<file path="src/rtl/rpn_seq_ctrl.sv">
// rpn_seq_ctrl: RPN token sequencer. Number tokens are pushed onto a small
// operand stack; arithmetic tokens hand the top two entries to an external
// ALU and replace them with its result; POP prints and drops the top entry.
// Every arithmetic result or popped value is offered to a printer before the
// next token is accepted.
module rpn_seq_ctrl #(
   parameter int DEPTH = 8,
   parameter int WIDTH = 16
) (
   input  logic                     clk,
   input  logic                     rst_n,
   input  logic                     tok_valid,
   output logic                     tok_ready,
   input  logic                     tok_is_op,
   input  logic [3:0]               tok_op,
   input  logic [WIDTH-1:0]         tok_num,
   output logic                     alu_req,
   output logic [1:0]               alu_op,
   output logic [WIDTH-1:0]         alu_a,
   output logic [WIDTH-1:0]         alu_b,
   input  logic                     alu_ack,
   input  logic [WIDTH-1:0]         alu_res,
   input  logic                     alu_err,
   output logic                     prt_valid,
   output logic [WIDTH-1:0]         prt_data,
   input  logic                     prt_ready,
   output logic                     err_valid,
   output logic [1:0]               err_code,
   output logic [$clog2(DEPTH):0]   depth
);

   localparam int AW = (DEPTH > 1) ? $clog2(DEPTH) : 1;
   localparam int DW = $clog2(DEPTH) + 1;

   localparam logic [1:0] ERR_UNDERFLOW = 2'd1;
   localparam logic [1:0] ERR_OVERFLOW  = 2'd2;
   localparam logic [1:0] ERR_ARITH     = 2'd3;

   typedef enum logic [1:0] {
      S_IDLE,
      S_EXEC,
      S_PRINT
   } state_t;

   state_t           r_state;
   logic [DW-1:0]    r_depth;
   logic [WIDTH-1:0] r_stack [DEPTH];
   logic             r_tok_ready;
   logic             r_alu_req;
   logic [1:0]       r_alu_op;
   logic [WIDTH-1:0] r_alu_a;
   logic [WIDTH-1:0] r_alu_b;
   logic             r_prt_valid;
   logic [WIDTH-1:0] r_prt_data;
   logic             r_err_valid;
   logic [1:0]       r_err_code;

   logic             w_accept;
   logic             w_full;
   logic             w_is_arith;
   logic             w_is_pop;
   logic [AW-1:0]    w_top_idx;
   logic [AW-1:0]    w_sec_idx;
   logic [AW-1:0]    w_push_idx;
   logic             w_wr_en;
   logic [AW-1:0]    w_wr_idx;
   logic [WIDTH-1:0] w_wr_data;

   // Token decode and stack addressing; indices are only used when depth makes them valid.
   always_comb begin
      w_accept   = (r_state == S_IDLE) && r_tok_ready && tok_valid;
      w_full     = (r_depth == DW'(DEPTH));
      w_is_arith = (tok_op < 4'd4);
      w_is_pop   = (tok_op == 4'd4);
      w_top_idx  = AW'(r_depth - DW'(1));
      w_sec_idx  = AW'(r_depth - DW'(2));
      w_push_idx = AW'(r_depth);
   end

   // Stack write port: a number push, or an ALU result overwriting the second entry.
   always_comb begin
      w_wr_en   = 1'b0;
      w_wr_idx  = '0;
      w_wr_data = '0;
      if (w_accept && !tok_is_op && !w_full) begin
         w_wr_en   = 1'b1;
         w_wr_idx  = w_push_idx;
         w_wr_data = tok_num;
      end else if ((r_state == S_EXEC) && alu_ack && !alu_err) begin
         w_wr_en   = 1'b1;
         w_wr_idx  = w_sec_idx;
         w_wr_data = alu_res;
      end
   end

   // Stack storage: not reset, entries above depth are never read.
   always_ff @(posedge clk) begin
      if (w_wr_en) begin
         r_stack[w_wr_idx] <= w_wr_data;
      end
   end

   // Control FSM with registered handshake, ALU, print and error outputs.
   always_ff @(posedge clk or negedge rst_n) begin
      if (!rst_n) begin
         r_state     <= S_IDLE;
         r_depth     <= '0;
         r_tok_ready <= 1'b0;
         r_alu_req   <= 1'b0;
         r_alu_op    <= '0;
         r_alu_a     <= '0;
         r_alu_b     <= '0;
         r_prt_valid <= 1'b0;
         r_prt_data  <= '0;
         r_err_valid <= 1'b0;
         r_err_code  <= '0;
      end else begin
         r_err_valid <= 1'b0;
         r_err_code  <= '0;
         case (r_state)
            S_IDLE: begin
               r_tok_ready <= 1'b1;
               if (w_accept) begin
                  if (!tok_is_op) begin
                     if (w_full) begin
                        r_err_valid <= 1'b1;
                        r_err_code  <= ERR_OVERFLOW;
                     end else begin
                        r_depth <= r_depth + DW'(1);
                     end
                  end else if (w_is_arith) begin
                     if (r_depth < DW'(2)) begin
                        r_err_valid <= 1'b1;
                        r_err_code  <= ERR_UNDERFLOW;
                     end else begin
                        r_state     <= S_EXEC;
                        r_tok_ready <= 1'b0;
                        r_alu_req   <= 1'b1;
                        r_alu_op    <= tok_op[1:0];
                        r_alu_a     <= r_stack[w_sec_idx];
                        r_alu_b     <= r_stack[w_top_idx];
                     end
                  end else if (w_is_pop) begin
                     if (r_depth == '0) begin
                        r_err_valid <= 1'b1;
                        r_err_code  <= ERR_UNDERFLOW;
                     end else begin
                        r_depth     <= r_depth - DW'(1);
                        r_prt_valid <= 1'b1;
                        r_prt_data  <= r_stack[w_top_idx];
                        r_state     <= S_PRINT;
                        r_tok_ready <= 1'b0;
                     end
                  end else begin
                     r_err_valid <= 1'b1;
                     r_err_code  <= ERR_ARITH;
                  end
               end
            end
            S_EXEC: begin
               if (alu_ack) begin
                  r_alu_req <= 1'b0;
                  if (alu_err) begin
                     r_err_valid <= 1'b1;
                     r_err_code  <= ERR_ARITH;
                     r_state     <= S_IDLE;
                     r_tok_ready <= 1'b1;
                  end else begin
                     r_depth     <= r_depth - DW'(1);
                     r_prt_valid <= 1'b1;
                     r_prt_data  <= alu_res;
                     r_state     <= S_PRINT;
                  end
               end
            end
            S_PRINT: begin
               if (prt_ready) begin
                  r_prt_valid <= 1'b0;
                  r_state     <= S_IDLE;
                  r_tok_ready <= 1'b1;
               end
            end
            default: begin
               r_state     <= S_IDLE;
               r_tok_ready <= 1'b0;
            end
         endcase
      end
   end

   assign tok_ready = r_tok_ready;
   assign alu_req   = r_alu_req;
   assign alu_op    = r_alu_op;
   assign alu_a     = r_alu_a;
   assign alu_b     = r_alu_b;
   assign prt_valid = r_prt_valid;
   assign prt_data  = r_prt_data;
   assign err_valid = r_err_valid;
   assign err_code  = r_err_code;
   assign depth     = r_depth;

endmodule

</file>
<file path="config.mk">
export PLATFORM = sky130hd
export DESIGN_NAME = rpn_seq_ctrl
export DESIGN_NICKNAME = d
export VERILOG_FILES = /design/src/rtl/rpn_seq_ctrl.sv
export SDC_FILE = /design/constraint.sdc
export NUM_CORES = 1
export LEC_CHECK = 0
export ABC_CLOCK_PERIOD_IN_PS = 4400
export BUFFER_PORTS_ARGS = -buffer_cell sky130_fd_sc_hd__clkbuf_2
export CAP_MARGIN = 10
export CORE_MARGIN = 3
export CORE_UTILIZATION = 45
export CTS_CLUSTER_DIAMETER = 200
export DETAILED_ROUTE_END_ITERATION = 12
export GPL_TIMING_DRIVEN = 0
export PLACE_DENSITY = 0.67
export SLEW_MARGIN = 20
export SYNTH_ARGS = -nofsm -noshare
export SYNTH_HDL_FRONTEND = slang
export SYNTH_SLANG_ARGS = --single-unit
export TNS_END_PERCENT = 100
</file>
<file path="constraint.sdc">
create_clock -name clk -period 4.4 [get_ports clk]
set_clock_uncertainty 0.1 [all_clocks]
set_input_delay 0.66 -clock clk [delete_from_list [all_inputs] [get_ports clk]]
set_output_delay 0.66 -clock clk [all_outputs]
set_load 0.1 [all_outputs]
</file>
* Yosys cells after proc, flatten, opt, wreduce, memory -nomap -nowiden
Memories as Yosys holds them, arrays and structs flattened. A register that Yosys moved wholly into a read port is not among the register bits.
Cells that the tools add are included.
** Storage, ports and cells
- Register bits after elaboration :: 46
- Bits in writable memories :: 128
- Input bits :: 43
- Output and inout bits :: 60
- Word-level logic and storage cells :: 136
- Memories kept :: 1
** Memory list
- r_stack :: words 8, width 16, rd ports 2, clocked after memory_dff 1, wr ports 1, line 47 : logic [WIDTH-1:0] r_stack [DEPTH];
** Cells by class
- Add/sub/neg operators :: 3
- Order comparisons :: 2
- Equal/unequal tests :: 22
- Multiplexer cells :: 76
- Bitwise logic cells :: 1
- Reduce and logical (&&, ||, !) cells :: 21
** Operators by type and width (count)
- two-way mux 16 bit :: 9
- two-way mux 1 bit :: 33
- two-way mux 2 bit :: 16
- two-way mux 4 bit :: 8
- case mux 16 bit (2 select lines) :: 1
- inequality test 2 bit (second input constant) :: 11
- inequality test 3 bit (second input constant) :: 7
- AND reduction 8 bit :: 2
- AND reduction 9 bit :: 1
- case mux 4 bit (2 select lines) :: 1
- AND reduction 7 bit :: 1
- logical AND 1 bit :: 6
- two-way mux 3 bit :: 2
- case mux 1 bit (3 select lines) :: 2
- case mux 2 bit (3 select lines) :: 1
- AND reduction 6 bit :: 1
- AND reduction 5 bit :: 1
- adder 4 x 1 -> 4 bit (second input constant) :: 1
- == test 4 x 3 -> 1 bit (second input constant) :: 1
- == test 4 bit (second input constant) :: 1
- zero test 1 bit :: 4
- zero test 4 bit :: 1
- less-than comparator 4 x 2 -> 1 bit (second input constant) :: 1
- less-than comparator 4 x 3 -> 1 bit (second input constant) :: 1
- other kinds (11) :: 12

* Longest topological paths before layout
Gate-level depths: netlist (run 1).
- Word-level depth :: 8
- Mapped depth :: 12
- Depth with buffers taken out :: 6

* Worst setup path before layout (run 1)
No wires, ideal clock.
- Path kind :: register -> register
- Start point :: register r_depth[0] (netlist: depth[0])
- End point :: memory r_stack[2][0], enable pin
- Arrival time :: 3.633 ns
- Path slack :: 0.279 ns
- Stages on the path, launching flop included :: 11
- Path buffers :: 4
- Clock period less this slack :: 4.121 ns
- Path through :: dfrtp_1 > buf_2 > buf_2 > buf_2 > inv_1 > ha_1 > nand3b_1 > and3_1 > clkbuf_1 > a32oi_1 > nor2_1
** Between the ends
- Cells in the longest elaborated chain, start to end :: 6
- Elaborated cells between the ends (all ways) :: 9
- Classes of those cells :: add/sub (1); eq/ne (1); mux (5); reduce/logical (2)
** RTL lines
- start, declared :: line 46 : logic [DW-1:0] r_depth;
- start signal, assigned :: line 129 : r_depth <= r_depth + DW'(1);
- start signal, assigned :: line 148 : r_depth <= r_depth - DW'(1);
- start signal, assigned :: line 169 : r_depth <= r_depth - DW'(1);
- == test 4 bit :: line 72 : w_full = (r_depth == DW'(DEPTH));
- zero test 1 bit :: line 85 : if (w_accept && !tok_is_op && !w_full) begin
- logical AND 1 bit :: line 85
- two-way mux 1 bit :: line 85
- two-way mux 1 bit :: line 98 : if (w_wr_en) begin
- two-way mux 1 bit (not written as such) :: line 99 : r_stack[w_wr_idx] <= w_wr_data;
- end, declared :: line 47
Parallel ways exist; a longest one is shown, timed or not.

* Worst setup path in the final report (run 1)
- Start point :: register r_depth[0] (netlist: depth[0])
- End point :: register r_prt_data[14] (netlist: prt_data[14])
** Between the ends
- Cells in the longest elaborated chain, start to end :: 8
- Elaborated cells between the ends (all ways) :: 11
- Classes of those cells :: add/sub (1); eq/ne (1); mux (6); reduce/logical (2); memory (1)
** RTL lines
- subtractor 4 x 1 -> 4 bit
- memory read (8 x 16 bit)
- two-way mux 16 bit :: line 144 : if (r_depth == '0) begin
- two-way mux 16 bit :: line 143 : end else if (w_is_pop) begin
- two-way mux 16 bit :: line 131 : end else if (w_is_arith) begin
- two-way mux 16 bit :: line 124 : if (!tok_is_op) begin
- two-way mux 16 bit :: line 123 : if (w_accept) begin
- case mux 16 bit (2 select lines) :: line 120 : case (r_state)
- end signal, assigned :: line 150 : r_prt_data <= r_stack[w_top_idx];
- end signal, assigned :: line 171 : r_prt_data <= alu_res;
- end, declared :: line 54 : logic [WIDTH-1:0] r_prt_data;
Parallel ways exist; a longest one is shown, timed or not. The select of a mux whose other input is x is not followed.
A chain may end at the register's enable or synchronous reset.

==> flow_metrics.tcl, run 1 <==
set metrics [dict create \
    cp_top_family "buffers and inverters" \
    worstPathRequired_ns 4.62 \
    drv_cap 0 \
    setup-violations-final 0 \
    area_growth_pct 17.97 \
    ys_warn_count 0 \
    endpoint_kind "register" \
    start_util_pct 46.47 \
    fin_crit_ns 4.175 \
    h-tree-depth 4 \
    wire_per_inst_microns 23.86 \
    synth_area_sq_um 8837 \
    syn_nets 643 \
    path_max_fanout 10 \
    yosys.area_share.simple_pct 5.706 \
    grt_max_degree 47 \
    vias_per_cell 6.092 \
    fmax_mhz 239.5 \
    insertion_delay_ns 0.44 \
    synth_mux_area_share_pct 19.60 \
    grt_pass1_vias 6081 \
    final_area_sq_um 10430 \
    relSlewSlack_pct 32.26 \
    synth-xor-area-share_pct 0.4955 \
    synth_edf_count 128 \
    ant_nets 0 \
    crit_buf_inv 5 \
    drtPass1Iterations 5 \
    ys_ff_latch 190 \
    overflow 0 \
    drtIter0Drc 724 \
    die-area_sq_um 21360 \
    fin_cells 993 \
    hold_path_class "input pin to asynchronous set/reset pin" \
    layout_commonest_cell "edfxtp_1" \
    synth_compound_area_share_pct 9.160 \
    core_area_sq_um 19020 \
    cp-start-kind "register" \
    gp_congestion 0.8972 \
    hold_viol 0 \
    crit_chain "buf_2 -> clkbuf_4 -> buf_2 -> inv_1 -> ha_1 -> xor2_1 -> buf_2 -> mux2i_1 -> a21o_1 -> o21ai_1" \
    diodes 0 \
    cts.clk_slew.worst_paths_ns 0.07 \
    ys_types 48 \
    yosys.area_share.adder_pct 1.416 \
    cts_hold_buffers 0 \
    synth_top_family_by_area "multiplexers" \
    worst_pin_slew_ns 1.013 \
    status "completed" \
    portBuffers 102 \
    placed_area_sq_um 9837 \
    ys.flop_type "edfxtp_1" \
    drive_gt1_share_pct 33.02 \
    numPlacedInstances 961 \
    final_max_slew_viol_count 0 \
    synthCells 590 \
    die_h_microns 146.1 \
    crit_path_top_delay_cell "xor2_1" \
    cp.arrival_ns 4.39 \
    final.setup.tns_ns 0 \
    antenna_found_initial 0 \
    wl_microns 23690 \
    rows 50 \
    clkSinkCount 190 \
    yosysSeqAreaShare_pct 61.05 \
    grt_usage_pct 22.68 \
    clockBufferDepth 2 \
    place_hpwl_microns 16900 \
    cts_buffers 17 \
    cpMostUsedCell "buf_2" \
    fin_nets 773 \
    avgSynthCellArea_sq_um 14.98 \
    cts_tree "done" \
    crit_path_max_incr_delay_ns 0.81 \
    num_vias 6049 \
    synth_async_sr_flop_share_pct 32.63 \
    rsz0062_at_grt "false" \
    io-pin-count 103 \
    final_cell_mix "128 x edfxtp_1, 101 x clkbuf_2, 64 x mux4_2" \
    period_share_pct 94.89 \
    die_w_microns 146.1 \
    grt_pass1_wl_microns 36410 \
    cts.root.buffer_cell "clkbuf_16" \
    post-route-drc-count 0 \
    critPathKind "register to register" \
]
-- kinds of logic (layout without fill, tap and decap cells) --
| family | count (synthesis) | in the layout |
|---|---|---|
| compound gates | 125 | 125 |
| xor+xnor | 5 | 5 |
| fa+ha+maj | 10 | 10 |
| buf+inv | 52 | 195 |
| flops | 190 | 190 |
| mux | 92 | 92 |
| simple gates | 116 | 116 |
-- metal layers --
| layer | part of all wire (%) | up-vias | track usage (%) |
|---|---|---|---|
| met3 | 9.7 | 59 | 4.842 |
| met4 | 2.9 | 0 | 8.420 |
| met2 | 48 | 353 | 36.84 |
| li1 | - | 2567 | - |
| met5 | 0 | - | 0 |
| met1 | 39 | 3070 | 30.44 |
-- cell usage after synthesis (all sizes together) (16+ instances only) --
master,instances,area share (%)
nor2,58,2.5
o21ai,39,2.2
a21oi,17,0.96
buf,17,1.1
a21o,17,1.4
a31oi,19,1.3
mux4,64,16
nand2,36,1.5
mux2i,20,2.3
clkbuf,24,1.0
edfxtp,128,43
dfrtp,62,18
a22o,16,1.6
-- metrics by stage --
step | setup WS [ns] | hold WS [ns] | utilization [%]
after floorplan | 0.2787 | 0.2644 | -
after global placement | -0.2497 | 0.3938 | 50.86
after detailed placement | 0.1529 | 0.3957 | 51.72
after CTS | 0.1416 | 0.01929 | 54.80
after global routing | 0.008395 | 0.01520 | 54.82
final | 0.2250 | 0.01494 | 54.82
-- final cells by class --
class                   instances  area (sq um)
repair buffers                111         645.6
clock inverters                11         92.59
plain buffers                  41         188.9
multi-input cells             348          3243
inverters                      11         41.29
fillers                      1564          8593
flip-flops and latches        190          5395
well taps                     260         325.3
clock buffers                  21         493.0
-- registers in the layout (all words and copies together) (netlist names) --
| signal | cells |
|---|---|
| r_state | 2 |
| prt_data | 16 |
| alu_req | 1 |
| prt_valid | 1 |
| alu_b | 16 |
| r_stack | 128 |
| alu_a | 16 |
| tok_ready | 1 |
| alu_op | 2 |
| depth | 4 |
| err_code | 2 |
| err_valid | 1 |
-- what timing repair did --
| item | 4_1_cts | 5_1_grt |
|---|---|---|
| gates resized for setup | 0 | 1 |
| hold endpoints to repair | 0 | 0 |
| endpoints found under the setup margin | 0 | 20 |
| buffers inserted | 0 | 0 |
-- final timing paths --
kind	startpoint	endpoint	slack [ns]	depth (start not counted)
max in group asynchronous	rst_n	alu_a[0]	3.65	2
min in group clk	tok_op[0]	alu_op[0]	0.40	2
setup reg to reg	depth[0]	prt_data[14]	0.23	10
hold reg to reg	alu_op[1]	alu_op[1]	0.41	1
setup / recovery	depth[0]	prt_data[14]	0.23	10
hold / removal	rst_n	prt_valid	0.01	1
Power of run 1 is not shown: default switching activity piles up to over one toggle a cycle in this logic, so the estimate is an artifact.
==> run 2, diff against run 1 <==
--- a/config.mk
+++ b/config.mk
@@ -5,16 +5,16 @@
 export SDC_FILE = /design/constraint.sdc
 export NUM_CORES = 1
 export LEC_CHECK = 0
+export ABC_AREA = 1
 export ABC_CLOCK_PERIOD_IN_PS = 4400
 export BUFFER_PORTS_ARGS = -buffer_cell sky130_fd_sc_hd__clkbuf_2
 export CAP_MARGIN = 10
-export CORE_MARGIN = 3
+export CORE_MARGIN = 2
 export CORE_UTILIZATION = 45
 export CTS_CLUSTER_DIAMETER = 200
 export DETAILED_ROUTE_END_ITERATION = 12
 export GPL_TIMING_DRIVEN = 0
 export PLACE_DENSITY = 0.67
-export SLEW_MARGIN = 20
 export SYNTH_ARGS = -nofsm -noshare
 export SYNTH_HDL_FRONTEND = slang
 export SYNTH_SLANG_ARGS = --single-unit
==> flow_metrics.tcl, run 2 <==
set metrics [dict create \
    fin_nets 1310 \
    gp_congestion 0.9013 \
    largest-register "r_stack" \
    crit_path_max_incr_delay_ns 0.71 \
    grt_usage_pct 25.71 \
    num_vias 8332 \
    grt_max_degree 63 \
    crit_path_top_delay_cell "nor2_2" \
    io-pin-count 103 \
    worst_pin_slew_ns 0.9050 \
    cts_hold_buffers 0 \
    die_w_microns 150.0 \
    overflow 0 \
    r2r_start "depth[1]" \
    hold_viol 0 \
    diodes 0 \
    period_share_pct 85.34 \
    critPathKind "register to register" \
    synthTopCellsByArea "edfxtp_1 40%, dfrtp_1 16%, nand2_1 15%" \
    rrSetupSlack_ns 0.65 \
    fin_hold_ws_ns 0.2192 \
    synth.most_common_cell "nand2_1" \
    yosysSeqAreaShare_pct 56.25 \
    grt_pass1_vias 7789 \
    gr-usage-met2_pct 42.21 \
    synth_top_cell_area_share_pct 40.07 \
    nFillCells 1926 \
    synth_area_sq_um 9592 \
    drtPass1Iterations 6 \
    synth_async_sr_flop_share_pct 32.63 \
    antenna_found_initial 0 \
    wl_microns 28450 \
    avgSynthCellArea_sq_um 8.496 \
    cts-resized-gates 0 \
    area_growth_pct 16.11 \
    drv_cap 0 \
    fmax_mhz 266.3 \
    ys_warn_count 0 \
    use_met3_pct 4.695 \
    r2r_end "r_stack[7][7]" \
    post-cts-setup-buffer-count 0 \
    cts_buffers 17 \
    vias_per_cell 5.393 \
    worstPathRequired_ns 4.36 \
    final_core_util_pct 53.15 \
    portBuffers 102 \
    insertion_delay_ns 0.44 \
    synthCells 1129 \
    synth_edf_count 128 \
    cp.arrival_ns 3.72 \
    largest_reg_flops 128 \
    layout_commonest_cell "nand2_1" \
    path_max_fanout 16 \
    ys.flop_type "edfxtp_1" \
    wire_per_inst_microns 18.41 \
    seqCellArea_sq_um 5395 \
    cts.clk_slew.worst_paths_ns 0.07 \
    fin_crit_ns 3.755 \
    core_area_sq_um 20960 \
    cts.root.buffer_cell "clkbuf_16" \
    grt_pass1_wl_microns 43190 \
    grt_busiest_layer "met2" \
    multi_input_area_sq_um 3502 \
    ff2ff_path_depth 10 \
    rows 53 \
    die-area_sq_um 22500 \
    use_met1_pct 34.13 \
    drive_gt1_share_pct 15.28 \
    drtIter0Drc 852 \
    crit_chain "buf_4 -> inv_2 -> clkbuf_1 -> ha_1 -> nand3_2 -> nand3_2 -> nand2_1 -> o21ai_0 -> nand2_1 -> nor2_2" \
    final_cell_mix "378 x nand2_1, 128 x edfxtp_1, 122 x nand3_1" \
    post-route-drc-count 0 \
    status "completed" \
    h-tree-depth 4 \
    place_hpwl_microns 21100 \
    relSlewSlack_pct 39.60 \
    ys_ff_latch 190 \
    cts_tree "done" \
    die_h_microns 150.0 \
    clkSinkCount 190 \
    ys_types 26 \
    synth_top_area_cell "edfxtp_1" \
    hold_path_class "input pin to asynchronous set/reset pin" \
    start_util_pct 45.77 \
    endpoint_kind "register" \
    rsz0062_at_grt "false" \
    synthTopCellsByCount "378 x nand2_1, 128 x edfxtp_1, 122 x nand3_1" \
    cp-start-kind "register" \
    syn_nets 1182 \
    clockBufferDepth 2 \
    final_max_slew_viol_count 0 \
    setup-violations-final 0 \
    ant_nets 0 \
]
[run 2: cell count changes after synthesis, sizes merged, moves of 17 or more]
| cell | change |
|---|---|
| a31oi | -19 |
| o21ai | +88 |
| buf | +22 |
| nand3 | +122 |
| a21o | -17 |
| a21oi | +35 |
| inv | +94 |
| nand2 | +342 |
| mux4 | -64 |
| mux2i | -20 |
[run 2: per-stage QoR]
stage               setup slack (ns)  instance area (sq um)  std cells  setup TNS, ns
floorplan                     0.6449                   9592       1129              0
global route                  0.3426                  11140       1545              0
global placement            -0.04917                  10450       1506        -0.7714
CTS                           0.6433                  11140       1545              0
finish                        0.6451                  11140       1545              0
detailed placement            0.6486                  10550       1513              0
[run 2: logic make-up (layout without fill, tap and decap cells)]
kind of cell,count (synthesis),after routing,synth area share [%]
flops,190,190,56.25
buf+inv,170,311,7.370
xor+xnor,4,4,0.5219
simple gates,558,558,23.82
compound gates,197,197,10.74
fa+ha+maj,10,10,1.304
[run 2: cell type report]
type	count	area share, %
clock inverters	11	1.157
multi-input cells	769	31.45
flip-flops and latches	190	48.44
repair buffers	109	5.381
well taps	275	3.090
inverters	105	3.539
clock buffers	21	4.134
plain buffers	65	2.809
[run 2: critical path: cells and delay by family (launching register included)]
kind                     cells  cell delay [ns]
AO/OA/AOI/OAI                1             0.24
buffers and inverters        3             0.87
AND/OR/NAND/NOR              5             1.24
flip-flops                   1             0.42
adder cells (fa/ha/maj)      1             0.49
[run 2: layer usage]
layer  wire, microns  part of all wire (%)
met1           11810                    42
met2           13200                    46
met3            2710                   9.5
met4             724                   2.5
met5               0                     0
[run 2: how the worst max path moves through the flow]
| stage | from | to | slack [ns] | depth (start not counted) |
|---|---|---|---|---|
| after detailed placement | depth[1] | r_stack[5][2] | 0.65 | 11 |
| final | depth[1] | r_stack[7][7] | 0.65 | 10 |
| after global routing | depth[1] | r_stack[5][14] | 0.34 | 11 |
| after floorplan | depth[1] | r_stack[2][0] | 0.64 | 11 |
| after global placement | depth[1] | r_stack[1][2] | -0.05 | 11 |
| after CTS | depth[1] | r_stack[5][14] | 0.64 | 11 |
Power of run 2 is left out for the same reason.
==> run 3, diff against run 2 <==
--- a/config.mk
+++ b/config.mk
@@ -5,7 +5,6 @@
 export SDC_FILE = /design/constraint.sdc
 export NUM_CORES = 1
 export LEC_CHECK = 0
-export ABC_AREA = 1
 export ABC_CLOCK_PERIOD_IN_PS = 4400
 export BUFFER_PORTS_ARGS = -buffer_cell sky130_fd_sc_hd__clkbuf_2
 export CAP_MARGIN = 10
==> flow_metrics.tcl, run 3 (synthesized netlist as in run 1, its figures left out) <==
set metrics [dict create \
    status "completed" \
    grt_usage_pct 23.27 \
    critPathKind "register to register" \
    numPlacedInstances 965 \
    seqCellArea_sq_um 5395 \
    io-pin-count 103 \
    cts.root.buffer_cell "clkbuf_16" \
    rsz0062_at_grt "false" \
    hold_path_class "input pin to asynchronous set/reset pin" \
    final_area_sq_um 10440 \
    crit_chain "buf_2 -> clkbuf_4 -> buf_2 -> inv_1 -> ha_1 -> buf_2 -> buf_2 -> buf_2 -> mux4_2 -> mux2i_1 -> a21o_1 -> o21ai_0" \
    core_area_sq_um 19330 \
    relSlewSlack_pct 40.87 \
    overflow 0 \
    grt_pass1_wl_microns 35080 \
    worst_pin_slew_ns 0.8869 \
    cts_tree "done" \
    clkSinkCount 190 \
    fin_nets 773 \
    post-route-drc-count 0 \
    start_util_pct 45.71 \
    nFillCells 1582 \
    gp_congestion 0.8773 \
    fin_cells 998 \
    cts.clk_slew.worst_paths_ns 0.07 \
    portBuffers 102 \
    ant_nets 0 \
    grt_pass1_vias 5912 \
    hold_viol 0 \
    drtIter0Drc 605 \
    diodes 0 \
    period_share_pct 93.43 \
    drtPass1Iterations 5 \
    cts_buffers 17 \
    final_core_util_pct 54.02 \
    grt_max_degree 63 \
    largest_reg_flops 128 \
    worstPathRequired_ns 4.61 \
    vias_per_cell 5.984 \
    wl_microns 23350 \
    endpoint_kind "register" \
    rows 51 \
    final_cell_mix "128 x edfxtp_1, 101 x clkbuf_2, 64 x mux4_2" \
    post-cts-setup-buffer-count 0 \
    largest-register "r_stack" \
    die_h_microns 144.1 \
    drive_gt1_share_pct 32.88 \
    cpMostUsedCell "buf_2" \
    path_max_fanout 10 \
    h-tree-depth 4 \
    final_max_slew_viol_count 0 \
    setup-violations-final 0 \
    area_growth_pct 18.18 \
    num_vias 5972 \
    fin_crit_ns 4.111 \
    multi_input_area_sq_um 3242 \
    fin_hold_ws_ns 0.2672 \
    die_w_microns 144.1 \
    cp-start-kind "register" \
    cp.arrival_ns 4.32 \
    die-area_sq_um 20770 \
    antenna_found_initial 0 \
    clockBufferDepth 2 \
    crit_path_max_incr_delay_ns 0.39 \
    layout_commonest_cell "edfxtp_1" \
    insertion_delay_ns 0.44 \
    placed_area_sq_um 9834 \
    wire_per_inst_microns 23.39 \
    crit_path_top_delay_cell "mux2i_1" \
    cts_hold_buffers 0 \
    place_hpwl_microns 16340 \
    fmax_mhz 243.3 \
    drv_cap 0 \
]
## run 3: cell count changes in the layout (fill, tap and decap cells not counted), moves of 20 or more
cell     delta
nand2_1   -342
nand3_1   -119
inv_1      -90
o21ai_0    -82
mux4_2     +64
a21oi_1    -35
mux2i_1    +20
## run 3: final cells by class
cell class	count	area share [%]
Tap cell	265	3.175
Clock buffer	19	4.145
Clock inverter	13	1.498
Timing Repair Buffer	111	6.254
Sequential cell	190	51.66
Inverter	11	0.3954
Multi-Input combinational cell	348	31.04
Buffer	41	1.833
## run 3: path summary, 6_finish.rpt
path / cells past startpoint / from / slack (ns) / end
setup reg to reg: 12 / depth[0] / 0.29 / prt_data[15]
hold / removal: 1 / rst_n / 0.27 / depth[3]
max in group asynchronous: 1 / rst_n / 3.36 / prt_data[0]
setup / recovery: 12 / depth[0] / 0.29 / prt_data[15]
min in group clk: 2 / tok_op[1] / 0.41 / alu_op[1]
hold reg to reg: 1 / alu_op[0] / 0.41 / alu_op[0]
## run 3: metrics by stage
step | setup slack (ns) | TNS, ns
after CTS | 0.1145 | 0
after global routing | 0.01599 | 0
final | 0.2891 | 0
after floorplan | 0.2787 | 0
after global placement | -0.3283 | -31.67
after detailed placement | 0.1759 | 0
## run 3: metal layers
metal / vias up / track usage (%) / share of wire [%]
met2: 310 / 37.54 / 48
met4: 0 / 8.074 / 2.3
met5: - / 0 / 0
met1: 3056 / 32.08 / 41
met3: 40 / 4.305 / 8.1
li1: 2566 / - / -
## run 3: critical path: cells and delay by family (launching register included)
kind / cells / cell delay (ns)
buf+inv: 7 / 2.18
compound gates: 2 / 0.24
flops: 1 / 0.38
mux: 2 / 0.76
fa+ha+maj: 1 / 0.31
## run 3: what timing repair did
| item | CTS | global route |
|---|---|---|
| resized for setup | 0 | 3 |
| endpoints found under the setup margin | 0 | 9 |
| hold endpoints to repair | 0 | 0 |
Power of run 3 is left out for the same reason.
